**src/rtl/arb_rr_oht.sv**
```systemverilog
// Round-robin arbiter with a registered one-hot grant and a valid/ready handshake.
// The grant is held while the consumer stalls. The pointer moves only when a grant
// is accepted. Two search implementations are selectable and produce identical
// results on every cycle.
module arb_rr_oht #(
   parameter int unsigned WIDTH          = 9,
   parameter int unsigned IMPLEMENTATION = 0,
   localparam int unsigned IdxW          = (WIDTH > 1) ? $clog2(WIDTH) : 1
) (
   input  logic             clk,
   input  logic             rst,
   input  logic [WIDTH-1:0] req,
   output logic [WIDTH-1:0] gnt,
   output logic [IdxW-1:0]  idx,
   output logic             vld,
   input  logic             rdy
);

   localparam int NReq = int'(WIDTH);

   logic [WIDTH-1:0] gnt_q, gnt_d;
   logic [IdxW-1:0]  idx_q, idx_d;
   logic [IdxW-1:0]  ptr_q, ptr_d;
   logic             vld_q, vld_d;

   logic             xfer;
   logic             advance;
   logic [IdxW-1:0]  base_ptr;
   logic [IdxW-1:0]  win_idx;
   logic             win_vld;

   assign xfer    = vld_q & rdy;
   assign advance = ~vld_q | rdy;
   // On a transfer the winner just accepted becomes lowest priority in the same cycle.
   assign base_ptr = xfer ? idx_q : ptr_q;

   if (IMPLEMENTATION == 0) begin : g_masked
      logic [WIDTH-1:0] mask;
      logic [WIDTH-1:0] req_masked;

      // Mask off requesters at or below the base pointer.
      always_comb begin
         mask = '0;
         for (int i = 0; i < NReq; i++) begin
            mask[i] = (i > int'(base_ptr));
         end
      end

      assign req_masked = req & mask;

      // Two lowest-index priority encoders; the masked one wins if it found anything.
      always_comb begin
         logic            m_found;
         logic            u_found;
         logic [IdxW-1:0] m_idx;
         logic [IdxW-1:0] u_idx;
         m_found = 1'b0;
         u_found = 1'b0;
         m_idx   = '0;
         u_idx   = '0;
         for (int i = NReq - 1; i >= 0; i--) begin
            if (req_masked[i]) begin
               m_found = 1'b1;
               m_idx   = IdxW'(i);
            end
            if (req[i]) begin
               u_found = 1'b1;
               u_idx   = IdxW'(i);
            end
         end
         win_vld = u_found;
         win_idx = m_found ? m_idx : u_idx;
      end
   end else begin : g_rotate
      logic [WIDTH-1:0] req_rot;
      int               start;

      assign start = (int'(base_ptr) >= NReq - 1) ? 0 : int'(base_ptr) + 1;

      // Rotate so the highest-priority requester sits at bit 0.
      always_comb begin
         req_rot = '0;
         for (int k = 0; k < NReq; k++) begin
            req_rot[k] = req[(start + k) % NReq];
         end
      end

      // Fixed-priority pick on the rotated vector, then rotate the index back.
      always_comb begin
         win_vld = 1'b0;
         win_idx = '0;
         for (int k = NReq - 1; k >= 0; k--) begin
            if (req_rot[k]) begin
               win_vld = 1'b1;
               win_idx = IdxW'((start + k) % NReq);
            end
         end
      end
   end

   // Next state: re-arbitrate when idle or on accept, otherwise hold the grant.
   always_comb begin
      gnt_d = gnt_q;
      idx_d = idx_q;
      vld_d = vld_q;
      ptr_d = ptr_q;
      if (advance) begin
         gnt_d = win_vld ? (WIDTH'(1) << win_idx) : '0;
         idx_d = win_vld ? win_idx : '0;
         vld_d = win_vld;
      end
      if (xfer) begin
         ptr_d = idx_q;
      end
   end

   // State registers with synchronous reset; the pointer resets so index 0 wins next.
   always_ff @(posedge clk) begin
      if (rst) begin
         gnt_q <= '0;
         idx_q <= '0;
         vld_q <= 1'b0;
         ptr_q <= IdxW'(WIDTH - 1);
      end else begin
         gnt_q <= gnt_d;
         idx_q <= idx_d;
         vld_q <= vld_d;
         ptr_q <= ptr_d;
      end
   end

   assign gnt = gnt_q;
   assign idx = idx_q;
   assign vld = vld_q;

`ifndef SYNTHESIS
   logic             hold_chk_q;
   logic [WIDTH-1:0] hold_gnt_q;

   // Structural invariants on the registered outputs, plus grant stability under stall.
   always @(posedge clk) begin
      if (!rst) begin
         assert ($onehot0(gnt_q)) else $error("arb_rr_oht: gnt not onehot0 %b", gnt_q);
         assert (vld_q == |gnt_q) else $error("arb_rr_oht: vld/gnt disagree");
         assert ((vld_q && gnt_q[idx_q]) || (!vld_q && idx_q == '0))
            else $error("arb_rr_oht: idx does not match gnt");
      end
      if (hold_chk_q) begin
         assert (gnt_q == hold_gnt_q) else $error("arb_rr_oht: gnt changed while stalled");
      end
      hold_chk_q <= !rst && vld_q && !rdy;
      hold_gnt_q <= gnt_q;
   end
`endif

endmodule

```
**config.mk**
```make
export PLATFORM = sky130hd
export DESIGN_NAME = arb_rr_oht
export DESIGN_NICKNAME = d
export VERILOG_FILES = /design/src/rtl/arb_rr_oht.sv
export SDC_FILE = /design/constraint.sdc
export NUM_CORES = 1
export LEC_CHECK = 0
export ABC_AREA = 1
export BUFFER_PORTS_ARGS = -buffer_cell sky130_fd_sc_hd__buf_2
export CAP_MARGIN = 20
export CELL_PAD_IN_SITES_DETAIL_PLACEMENT = 0
export CELL_PAD_IN_SITES_GLOBAL_PLACEMENT = 1
export CORE_MARGIN = 2
export CORE_UTILIZATION = 42
export CTS_BUF_LIST = sky130_fd_sc_hd__clkbuf_8
export DETAILED_ROUTE_END_ITERATION = 10
export PLACE_DENSITY_LB_ADDON = 0.1
export SYNTH_ARGS = -nofsm -noshare
export SYNTH_HDL_FRONTEND = slang
export SYNTH_SLANG_ARGS = --single-unit
```
**constraint.sdc**
```tcl
create_clock -name clk -period 4.3 [get_ports clk]
set_input_delay 0.215 -clock clk [delete_from_list [all_inputs] [get_ports clk]]
set_output_delay 0.215 -clock clk [all_outputs]
set_load 0.02 [all_outputs]
```
# == After elaboration in Yosys (flattened, before gate mapping) ==
# Index checks and enable logic that the tools add are counted.
# word_totals
regBits,18
input_bits,12
output_inout_bits,14
word_cells,57
# op_classes
magnitude_cmp,8
shift,1
muxes,40
n_bitwise,4
# op_table
operator,n
4-bit two-way mux,21
1-bit two-way mux,18
"3-bit by 4-bit greater-than comparator with 1-bit output, first input constant",4
9-bit AND,1
9-bit two-way mux,1
"1-bit by 4-bit << shifter with 9-bit output, first input constant",1
"2-bit by 4-bit greater-than comparator with 1-bit output, first input constant",2
"1-bit by 4-bit greater-than comparator with 1-bit output, first input constant",1
"4-bit greater-than comparator, first input constant",1
1-bit AND,1
1-bit inverter,1
1-bit OR,1

# == Logic depth before layout (Yosys ltp) ==
# logic_depth
depth_word,16
ltp_mapped,16
mapped_depth_nobuf,15

# == Worst setup path after synthesis ==
# Ideal clock, no wire load.
# synth_path
path_type,reg2reg
start,"register vld_q, in the netlist vld"
end,"register gnt_q[2], in the netlist gnt[2]"
setup_time_ns,0.132
t_arrival_ns,1.633
t_required_ns,4.168
slack_ns,2.534
stages_incl_launch_ff,15
path_buffers,1
synth_period_minus_slack_ns,1.766
path_cell_list,dfxtp_1 buf_6 nand2_8 nand2_1 nand2_2 nand2_2 nand2_2 nand2_2 nand2_4 nor2_4 nand2_1 nor2_2 nor2_4 nand3_1 a21oi_1
# synth_between
elab_chain_cells,16
word_cells_on_any_way,34
cone_classes,order compare (8); shift (1); mux (21); bitwise (4)
# synth_rtl
element,line,rtl
start: declaration,24,"logic vld_q, vld_d;"
start signal: assignment,127,vld_q <= vld_d;
1-bit AND,32,assign xfer = vld_q & rdy;
4-bit two-way mux,--,
4-bit greater-than comparator,45,mask[i] = (i > int'(base_ptr));
9-bit AND,49,assign req_masked = req & mask;
1-bit two-way mux or 4-bit two-way mux (tied branches) (9 in a row),62,if (req_masked[i]) begin
4-bit two-way mux,72,win_idx = m_found ? m_idx : u_idx;
1-bit by 4-bit << shifter with 9-bit output,108,gnt_d = win_vld ? (WIDTH'(1) << win_idx) : '0;
9-bit two-way mux,108,
end signal: assignment,125,gnt_q <= gnt_d;
end: declaration,21,"logic [WIDTH-1:0] gnt_q, gnt_d;"
# Several ways; a longest one is shown, not always the timed one.
# A chain may end at the register's enable or synchronous reset.

# == Final worst setup path ==
# layout_path
start,"register vld_q, in the netlist vld"
end,"register gnt_q[1], in the netlist gnt[1]"
# Same word-level chain as after synthesis.

==> results_dict.tcl <==
set metrics [dict create \
    final_cell_mix "nand2_1 (37), buf_2 (25), nand2_2 (18), dfxtp_1 (18)" \
    dp_cells 221 \
    whs_ns 0.273 \
    final_layout_size_suffix_gt1_share_pct 35.1 \
    worst_pin_slew_ns 0.908 \
    clk_pin_slew_ns 0.07 \
    cpMostUsedCell "nand2_2" \
    die_area_um2 3190 \
    grt-ovfl-total 0 \
    switching_share_pct 35.4 \
    final-hold-violation-count 0 \
    placed_cell_area_um2 1290 \
    wl_per_cell_um 11.6 \
    start_kind "flip-flop" \
    fmax_mhz 501 \
    hpwlAfterDp_mm 2.09 \
    grt_pass1_wl_mm 4.35 \
    yosys.cell_types.count 21 \
    ctsHoldBuffers 0 \
    hold_class "input port to flip-flop" \
    gp_congestion 0.789 \
    final_common_cell "nand2_1" \
    slew_viol_final 0 \
    hold_depth 3 \
    max-clock-path-buffers 2 \
    start_util_pct 43.1 \
    clk_latency_ns 0.25 \
    synthCells 170 \
    cp_max_fo 10 \
    worst_path_max_delay_cell "dfxtp_1" \
    fill_cells 280 \
    p_comb_share_pct 32.2 \
    drtIter0Drc 17 \
    grt_antenna_before_repair 0 \
    period_needed_ns 2.00 \
    path_class "flip-flop to flip-flop" \
    finalNonFillerCells 225 \
    crit_cells 13 \
    setup_ws_ns 2.30 \
    cts_buffers 3 \
    die_width_um 56.5 \
    multiInputGateArea_um2 689 \
    portBuffers 25 \
    cts_tree "done" \
    crit_family "simple AND/OR/NAND/NOR gates" \
    skew_ns 0.00356 \
    num_rows 19 \
    die_h_um 56.5 \
    worst_setup_path_end_kind "flip-flop" \
    slew-limit-headroom_pct 39.2 \
    post-cts-setup-buffers 0 \
    slowest_delay_ns 0.58 \
    ys_warn_count 0 \
    ys_seq_area_share_pct 31.1 \
    leakage_nw 0.639 \
    power_density_nw_per_um2 360 \
    grt_max_degree 18 \
    max-vdd-ir-drop_mv 0.251 \
    nNetsFinal 207 \
    register_area_um2 360 \
    wl_mm 2.60 \
    power_frac_seq_pct 39.3 \
    diodes 0 \
    netlist_area_um2 1160 \
    rsz0062_at_grt "no" \
    reg2reg_depth 13 \
    syn_avg_cell_area_um2 6.82 \
    grt.total_usage_pct 17.3 \
    setup_violations 0 \
    numClockSinks 18 \
    p_sw_mw 0.171 \
    period_share_pct 46.4 \
    drtPass1Iterations 4 \
    maxCapViolations 0 \
    p_clk_share_pct 28.5 \
    vias 1111 \
    core_um2 2690 \
    pre_cts_ws_ns 2.29 \
    crit_buf_inv 1 \
    antenna_left 0 \
    first_global_vias 1021 \
    p_int_mw 0.313 \
    synth_seq_cells 18 \
    worstPathArrival_ns 2.13 \
    syn_nets 182 \
    fin_setup_tns_ns 0 \
    area_growth_pct 16.0 \
    htreeDepth 1 \
    drc 0 \
    cts_resized 0 \
    crit_required_ns 4.43 \
    pin_count 26 \
    timing.critical_path.cells "nand2_8, nand2_2, nand2_2, nand2_2, nand2_2, nand2_2, nand2_4, nor2_4, nand3_1, nand2_2, inv_2, nand4_1, a21oi_1" \
    run_status "finished, final reports clean" \
    cts_root_buf "clkbuf_8" \
    viasPerCell 4.94 \
    design_area_um2 1340 \
]
==> per-layer routing <==
| layer | global-route usage, % | vias to the layer above | wire length (um) |
|---|---|---|---|
| met3 | 3.23 | 2 | 86 |
| met2 | 29.7 | 15 | 1280 |
| met5 | 0 | - | 0 |
| met1 | 21.2 | 495 | 1210 |
| met4 | 6.46 | 0 | 22 |
| li1 | - | 599 | - |
==> synth_stat cells (all sizes together) <==
cell,instances,area share [%]
nor2,18,8.6
nor3,4,1.7
nand3b,1,0.65
nand4,4,2.2
buf,2,1.9
dfxtp,18,31
nand3,21,11
o21a,1,0.65
o21ai,3,1.3
inv,20,6.5
nand2,57,24
a21oi,18,8.7
clkbuf,3,0.97
==> cells by family (layout without fill, tap and decap cells) <==
logic type	after synthesis	count (layout)	share of synthesized area (%)
AND/OR/NAND/NOR	105	105	48.8
buffers and inverters	25	49	9.39
AO/OA/AOI/OAI	22	22	10.7
flip-flops	18	18	31.1
==> sequential cells by signal, summed over array words and instances (netlist names) <==
name / count
ptr_q: 4
gnt: 9
vld: 1
idx: 4
==> final cells by class <==
cell class | count | share of cell area [%]
clock buffers | 4 | 4.10
inverters | 20 | 5.59
multi-input cells | 127 | 51.3
repair buffers | 25 | 9.31
flip-flops and latches | 18 | 26.8
well taps | 31 | 2.89
==> worst reg2reg max path, cell delays in order, from the launching register on <==
cell and delay, ns:
dfxtp_1 0.58, nand2_8 0.11, nand2_2 0.08, nand2_2 0.11, nand2_2 0.12, nand2_2 0.08, nand2_2 0.09, nand2_4 0.07
nor2_4 0.16, nand3_1 0.11, nand2_2 0.15, inv_2 0.07, nand4_1 0.08, a21oi_1 0.06
==> power by group through the flow <==
stage	combinational, mW	clock (mW)	sequential [mW]
floorplan	0.108	0	0.206
global placement	0.155	0	0.194
detailed placement	0.157	0	0.194
CTS	0.157	0.141	0.190
global route	0.173	0.151	0.192
finish	0.156	0.138	0.190
==> metrics by stage <==
| step | util, % | total power [mW] |
|---|---|---|
| after floorplan | - | 0.313 |
| after global placement | 48.0 | 0.348 |
| after detailed placement | 48.0 | 0.351 |
| after CTS | 50.0 | 0.489 |
| after global routing | 50.0 | 0.517 |
| final | 50.0 | 0.484 |
==> final timing paths <==
check | from | endpoint | slack, ns
worst max register to register | vld | gnt[1] | 2.30
worst max-delay path | vld | gnt[1] | 2.30
worst min-delay path | req[8] | vld | 0.27
worst min register to register | gnt[4] | gnt[4] | 0.46
Power figures use the tool's default switching activity.
